==> src/rtl/dbus_access.sv <==
// dbus_access - MEM-stage load/store unit between EX/MEM and the data bus.
//
// Turns one pipeline memory operation into a dbus_req_t transaction. The
// request is driven combinationally in the issue cycle. Latched copies then
// hold it stable until dresp.data_ok. Load data is aligned and extended,
// and done pulses one cycle after data_ok.
//
// Ports:
//   clk, reset      clock; synchronous active-high reset
//   op_valid/op_load/op_store/op_size/op_unsigned/op_addr/op_wdata/op_flush
//                   memory operation from EX/MEM
//   dreq            bus request (valid, addr, size, strobe, data)
//   dresp           bus response (addr_ok ignored, data_ok, data)
//   stall           hold MEM and upstream stages
//   done            one-cycle result-valid pulse
//   ldata           extended load data (0 for stores)
//   misalign        misaligned access flag
//
// Optional feature: define DBUS_MISALIGN_CHECK_EN to reject misaligned
// accesses in IDLE with misalign=1 instead of issuing them.

package dbus_pkg;
   localparam int DBUS_ADDR_W = 64;
   localparam int DBUS_DATA_W = 64;

   typedef struct packed {
      logic                   valid;
      logic [DBUS_ADDR_W-1:0] addr;
      logic [2:0]             size;
      logic [7:0]             strobe;
      logic [DBUS_DATA_W-1:0] data;
   } dbus_req_t;

   typedef struct packed {
      logic                   addr_ok;
      logic                   data_ok;
      logic [DBUS_DATA_W-1:0] data;
   } dbus_resp_t;
endpackage

module dbus_access
   import dbus_pkg::*;
#(
   parameter int ADDR_W = 64,
   parameter int DATA_W = 64
) (
   input  logic              clk,
   input  logic              reset,
   input  logic              op_valid,
   input  logic              op_load,
   input  logic              op_store,
   input  logic [2:0]        op_size,
   input  logic              op_unsigned,
   input  logic [ADDR_W-1:0] op_addr,
   input  logic [DATA_W-1:0] op_wdata,
   input  logic              op_flush,
   output dbus_req_t         dreq,
   input  dbus_resp_t        dresp,
   output logic              stall,
   output logic              done,
   output logic [DATA_W-1:0] ldata,
   output logic              misalign
);

   typedef enum logic [1:0] {IDLE = 2'd0, WAIT = 2'd1, DONE = 2'd2} state_t;

   // Unshifted byte-lane mask for an access size.
   function automatic logic [7:0] base_mask(input logic [2:0] size);
      case (size)
         3'b000:  base_mask = 8'h01;
         3'b001:  base_mask = 8'h03;
         3'b010:  base_mask = 8'h0F;
         3'b011:  base_mask = 8'hFF;
         default: base_mask = 8'h00;
      endcase
   endfunction

   // Shift the lane holding the datum down to bit 0, then extend.
   function automatic logic [63:0] align_load(input logic [63:0] raw, input logic [2:0] off,
                                              input logic [2:0] size, input logic uns);
      logic [63:0] sh;
      sh = raw >> {off, 3'b000};
      case (size)
         3'b000:  align_load = uns ? {56'd0, sh[7:0]}  : {{56{sh[7]}},  sh[7:0]};
         3'b001:  align_load = uns ? {48'd0, sh[15:0]} : {{48{sh[15]}}, sh[15:0]};
         3'b010:  align_load = uns ? {32'd0, sh[31:0]} : {{32{sh[31]}}, sh[31:0]};
         default: align_load = sh;
      endcase
   endfunction

`ifdef DBUS_MISALIGN_CHECK_EN
   // True when the low address bits are not a multiple of the access size.
   function automatic logic is_misaligned(input logic [2:0] off, input logic [2:0] size);
      case (size)
         3'b000:  is_misaligned = 1'b0;
         3'b001:  is_misaligned = off[0];
         3'b010:  is_misaligned = |off[1:0];
         3'b011:  is_misaligned = |off;
         default: is_misaligned = 1'b0;
      endcase
   endfunction
`endif

   state_t              state_r, state_nxt_s;
   logic [ADDR_W-1:0]   addr_r;
   logic [2:0]          size_r;
   logic [7:0]          strobe_r;
   logic [DATA_W-1:0]   wdata_r;
   logic                load_r, uns_r, drop_r, done_r;
   logic [DATA_W-1:0]   ldata_r;
   logic                drop_nxt_s, done_nxt_s;
   logic [DATA_W-1:0]   ldata_nxt_s;
   logic                mem_op_s, misalign_s, issue_s;
   logic [7:0]          req_strobe_s;
   logic [DATA_W-1:0]   req_wdata_s;
   logic [2:0]          sel_off_s, sel_size_s;
   logic                sel_load_s, sel_uns_s;
   logic [DATA_W-1:0]   result_s;
   logic                unused_addr_ok_s;

   assign unused_addr_ok_s = dresp.addr_ok;
   assign mem_op_s = !reset && (state_r == IDLE) && op_valid && (op_load || op_store) && !op_flush;

`ifdef DBUS_MISALIGN_CHECK_EN
   assign misalign_s = mem_op_s && is_misaligned(op_addr[2:0], op_size);
`else
   assign misalign_s = 1'b0;
`endif

   assign issue_s      = mem_op_s && !misalign_s;
   assign req_strobe_s = op_store ? (base_mask(op_size) << op_addr[2:0]) : 8'h00;
   assign req_wdata_s  = op_wdata << {op_addr[2:0], 3'b000};

   // Attributes of the access being completed: live inputs in IDLE, latched copies otherwise.
   always_comb begin
      sel_off_s  = addr_r[2:0];
      sel_size_s = size_r;
      sel_load_s = load_r;
      sel_uns_s  = uns_r;
      if (state_r == IDLE) begin
         sel_off_s  = op_addr[2:0];
         sel_size_s = op_size;
         sel_load_s = op_load;
         sel_uns_s  = op_unsigned;
      end else begin
         sel_off_s  = addr_r[2:0];
      end
      result_s = sel_load_s ? align_load(dresp.data, sel_off_s, sel_size_s, sel_uns_s) : 64'd0;
   end

   // Next-state, bus request and stall.
   always_comb begin
      state_nxt_s = state_r;
      dreq        = '0;
      stall       = 1'b0;
      drop_nxt_s  = drop_r;
      done_nxt_s  = 1'b0;
      ldata_nxt_s = 64'd0;
      case (state_r)
         IDLE: begin
            drop_nxt_s = 1'b0;
            if (issue_s) begin
               dreq.valid  = 1'b1;
               dreq.addr   = op_addr;
               dreq.size   = op_size;
               dreq.strobe = req_strobe_s;
               dreq.data   = req_wdata_s;
               stall       = 1'b1;
               if (dresp.data_ok) begin
                  state_nxt_s = DONE;
                  done_nxt_s  = 1'b1;
                  ldata_nxt_s = result_s;
               end else begin
                  state_nxt_s = WAIT;
               end
            end else begin
               state_nxt_s = IDLE;
            end
         end
         WAIT: begin
            dreq.valid  = 1'b1;
            dreq.addr   = addr_r;
            dreq.size   = size_r;
            dreq.strobe = strobe_r;
            dreq.data   = wdata_r;
            stall       = 1'b1;
            // A flush cannot abort the bus cycle; it only suppresses done.
            drop_nxt_s  = drop_r || op_flush;
            if (dresp.data_ok) begin
               state_nxt_s = DONE;
               done_nxt_s  = !(drop_r || op_flush);
               ldata_nxt_s = result_s;
            end else begin
               state_nxt_s = WAIT;
            end
         end
         DONE: begin
            state_nxt_s = IDLE;
            drop_nxt_s  = 1'b0;
         end
         default: begin
            state_nxt_s = IDLE;
            drop_nxt_s  = 1'b0;
         end
      endcase
   end

   // State, latched request copies and registered results.
   always_ff @(posedge clk) begin
      if (reset) begin
         state_r  <= IDLE;
         addr_r   <= '0;
         size_r   <= 3'b000;
         strobe_r <= 8'h00;
         wdata_r  <= '0;
         load_r   <= 1'b0;
         uns_r    <= 1'b0;
         drop_r   <= 1'b0;
         done_r   <= 1'b0;
         ldata_r  <= '0;
      end else begin
         state_r <= state_nxt_s;
         drop_r  <= drop_nxt_s;
         done_r  <= done_nxt_s;
         ldata_r <= ldata_nxt_s;
         if (issue_s) begin
            addr_r   <= op_addr;
            size_r   <= op_size;
            strobe_r <= req_strobe_s;
            wdata_r  <= req_wdata_s;
            load_r   <= op_load;
            uns_r    <= op_unsigned;
         end
      end
   end

   assign done     = done_r;
   assign ldata    = ldata_r;
   assign misalign = misalign_s;

endmodule

==> config.mk <==
export PLATFORM = sky130hd
export DESIGN_NAME = dbus_access
export DESIGN_NICKNAME = d
export VERILOG_FILES = /design/src/rtl/dbus_access.sv
export SDC_FILE = /design/constraint.sdc
export NUM_CORES = 1
export LEC_CHECK = 0
export BUFFER_PORTS_ARGS = -buffer_cell sky130_fd_sc_hd__buf_2
export CORE_ASPECT_RATIO = 0.6
export CORE_MARGIN = 2
export CORE_UTILIZATION = 55
export DETAILED_ROUTE_END_ITERATION = 8
export PLACE_DENSITY = 0.9
export SYNTH_ARGS = -nofsm -noshare
export SYNTH_HDL_FRONTEND = slang
export SYNTH_SLANG_ARGS = --single-unit
==> constraint.sdc <==
create_clock -name clk -period 4.7 [get_ports clk]
set_input_delay 0.47 -clock clk [delete_from_list [all_inputs] [get_ports clk]]
set_output_delay 0.47 -clock clk [all_outputs]
set_load 0.03 [all_outputs]
======== Word level (Yosys, flattened, before mapping) ========
Index checks and enable logic that the tools add are counted.
storage, ports and cells
  bits in registers ....................... 209
  input port bits ......................... 204
  output and inout port bits .............. 207
  word-level logic and storage cells ...... 58
cells by class
  equal/unequal tests ..................... 6
  shift-type cells ........................ 3
  muxes and demuxes ....................... 25
  bitwise gates (word level) .............. 1
  reductions and logical operators ........ 13
operators by type and width
  kind                number
  $mux 64             6
  $pmux 140 s2        1
  $pmux 64 s3         1
  $mux 140            1
  $pmux 64 s2         1
  $shl 64x6->64       1
  $shr 64x6->64       1
  $pmux 8 s4          1
  $eq 3x2->1 const B  3
  $mux 8              1
  $shl 8x3->8         1
  $eq 3x1->1 const B  2
  $logic_not 3->1     2
  $mux 1              6
  $mux 3              2
  $logic_and 1x1->1   4
  $mux 2              2
  $pmux 1 s2          2
  $pmux 2 s2          1
  $logic_not 1->1     3
  $eq 2x1->1 const B  1
  $logic_not 2->1     1
  $logic_or 1x1->1    2
  $reduce_or 2->1     1
  $not 1->1           1

======== Depth between registers and ports, before layout ========
  word-level depth ........................ 9
  gate-level depth with buffers ........... 10
  gate-level depth less buffers ........... 7

======== Worst setup path after synthesis ========
OpenSTA, ideal clock, no wires.
  kind .................................... input to output
  start ................................... input op_addr[1]
  end ..................................... output dreq[48] (netlist name)
  arrival time ............................ 2.219 ns
  data required time ...................... 4.230 ns
  path slack .............................. 2.011 ns
  cell stages on the path ................. 8
  path buffers ............................ 3
  cells stage by stage .................... clkbuf_1 -> buf_1 -> buf_1 -> mux2_2 -> o21ai_0 -> o21ai_0 -> nand2_1 -> nand2_1
RTL lines
  item                RTL line  source
  start: declaration  54        input logic [ADDR_W-1:0] op_addr,
  end: declaration    57        output dbus_req_t dreq,

==> flow_summary.json <==
{
  "hold_violations": 0,
  "relSlewSlack_pct": 11.8,
  "syn2layout_area_growth_pct": 24.0,
  "synthFlopType": "dfxtp_1",
  "grt_pass1_vias": 11400,
  "wl_per_cell_microns": 20.4,
  "status": "finished clean",
  "crit_type": "in -> out",
  "hold_buffers": 0,
  "regArea_sq_mm": 0.00418,
  "syn_area_sq_mm": 0.0116,
  "postRouteAntennaNets": 0,
  "grt_antenna_before_repair": 7,
  "p_seq_share_pct": 42.0,
  "multiInputGateArea_sq_mm": 0.00696,
  "peakVddDrop_mv": 0.251,
  "clkPwrFrac_pct": 38.7,
  "die_x_microns": 192,
  "worst_ep_arrival_time_ns": 3.40,
  "nets": 2076,
  "crit_fanout": 52,
  "synth_seq_cells": 209,
  "final.setup.tns_ns": 0,
  "async_flop_share_pct": 0,
  "syn_inst": 1547,
  "cts_buffers": 21,
  "synth.distinct_cells": 54,
  "cts_sinks": 209,
  "grt.total_usage_pct": 37.4,
  "vias": 13000,
  "timing.fmax_ghz": 0.258,
  "ys_warn_count": 0,
  "overflow": 0,
  "dp_hpwl_microns": 32400,
  "fin_crit_sh_pct": 82.4,
  "drv_cap": 0,
  "worst_ep_required_time_ns": 4.23,
  "htreeDepth": 1,
  "cts_tree": "built",
  "clockBufferDepth": 3,
  "yosysSeqAreaShare_pct": 35.9,
  "cts_setup_buffers": 0,
  "die_height_microns": 117,
  "postSynthAreaPerCell_sq_um": 7.53,
  "p_comb_share_pct": 19.3,
  "first_pass_iters": 7,
  "rows": 41,
  "layout_commonest_cell": "nand2_1",
  "initial_core_util_pct": 55.8,
  "p_switching_uw": 1320,
  "synth_fp_nets": 1751,
  "setup_violations": 0,
  "fillers": 1738,
  "p_per_area_mw_per_mm2": 301,
  "min_period_ns": 3.87,
  "post-place-ws_ns": 0.975,
  "slew_violations": 0,
  "leakagePower_uw": 0.00693,
  "synth-edff-count": 0,
  "critPathLaunchType": "primary input",
  "rsz0062_at_grt": "no",
  "cts.clk_slew.worst_paths_ns": 0.06,
  "layout_common_cells": "nand2_1 (475), buf_2 (406), dfxtp_1 (209), a21oi_1 (184), nor2_1 (101)",
  "internal_power_uw": 3020,
  "dr.first_iter.drc_count": 1834,
  "cts_resized": 0,
  "endpoint_kind": "output port",
  "setup_ws_ns": 0.829,
  "finalPower_uw": 4340,
  "hold_path.class": "in -> reg",
  "grt_start_max_net_pins": 109,
  "sw_frac_of_total_pct": 30.4,
  "drive_gt1_share_pct": 30.5,
  "core_sq_mm": 0.0209,
  "vias_per_cell": 6.00,
  "grt_pass1_wl_microns": 64600,
  "io-pin-count": 411,
  "routed_wl_microns": 44200,
  "drc_errors": 0,
  "place_congestion": 1.05,
  "port_buffers": 408,
  "die_area_sq_mm": 0.0224,
  "fin_skew_ns": 0.0204,
  "root_buffer": "clkbuf_16",
  "clk-insertion-delay-late_ns": 0.52,
  "worst_pin_slew_ns": 1.31
}
==> per-stage QoR <==
step                      utilization [%]  hold slack (ns)  instances  area (sq um)
after global placement               65.9            0.438       2128         13800
after CTS                            69.1            0.145       2165         14400
after global routing                 69.1            0.164       2168         14400
after floorplan                         -            0.432       1547         11600
after detailed placement             65.9            0.447       2128         13800
final                                69.2            0.156       2171         14400
==> logic make-up after synthesis <==
kind of cell,synth area share (%)
compound gates,20.0
buf+inv,5.00
flops,35.9
mux,15.1
other cells,0.0322
simple gates,23.9
==> power groups by stage <==
stage	combinational [uW]	clock [uW]	sequential [uW]
3_3_place_gp	789	0	1860
5_1_grt	889	1770	1830
6_report	836	1680	1820
2_1_floorplan	511	0	1870
4_1_cts	806	1700	1820
3_5_place_dp	801	0	1860
==> final timing paths <==
kind | from | end | slack (ns) | depth (start not counted)
worst min register to register | addr_r[34] | addr_r[34] | 0.45 | 2
worst max-delay path | reset | dreq[34] | 0.83 | 9
worst min-delay path | dresp[64] | state_r[0] | 0.16 | 2
worst max register to register | state_r[1] | ldata[24] | 1.42 | 7
==> cells in the mapped netlist (all sizes together) (2+ instances only) <==
cell | number | area [sq um]
a222oi | 8 | 80.1
inv | 9 | 33.8
nor4 | 3 | 18.8
nor2 | 121 | 504
o22ai | 9 | 56.3
a22o | 32 | 280
nand3b | 4 | 30.0
o21a | 5 | 37.5
a21oi | 186 | 946
a21o | 7 | 52.6
o211ai | 2 | 15.0
a22oi | 30 | 225
a311oi | 8 | 70.1
nor3 | 28 | 150
dfxtp | 209 | 4180
nand2b | 4 | 25.0
a31oi | 9 | 56.3
nand3 | 14 | 70.1
nor2b | 11 | 68.8
and3 | 2 | 12.5
or2 | 5 | 31.3
clkbuf | 92 | 345
a221oi | 3 | 32.5
mux2 | 38 | 428
buf | 37 | 203
a211o | 2 | 17.5
nand2 | 476 | 1790
mux2i | 68 | 681
mux4 | 29 | 653
o21ai | 77 | 389
nor3b | 6 | 45.0
==> state kept, by name (all words and copies together), names as in the netlist <==
name and flops:
addr_r 64, done 1, drop_r 1, ldata 64
load_r 1, size_r 3, state_r 2, strobe_r 8
uns_r 1, wdata_r 64
==> critical path: stages <==
cell and delay (ns):
buf_4 0.27, nor3b_1 0.70, nand2_1 0.37, nor2_4 0.21
nand2_1 0.12, nor2_1 0.56, a222oi_1 0.37, inv_1 0.12
buf_2 0.20
==> layout make-up <==
| class | instances | share of cell area [%] |
|---|---|---|
| multi-input combinational | 1200 | 48.2 |
| antenna | 6 | 0.104 |
| clock buffer | 24 | 3.85 |
| tap | 279 | 2.42 |
| inverter | 9 | 0.234 |
| sequential | 209 | 29.0 |
| clock inverter | 13 | 0.814 |
| timing repair buffer | 431 | 15.5 |
==> per-layer routing <==
layer / vias to the layer above / track usage, % / routed length [microns]
li1: 6002 / - / -
met1: 5962 / 53.0 / 18300
met2: 931 / 52.2 / 18000
met3: 119 / 15.2 / 6700
met4: 8 / 9.64 / 1160
met5: - / 3.21 / 140
Power figures use the tool's default switching activity.
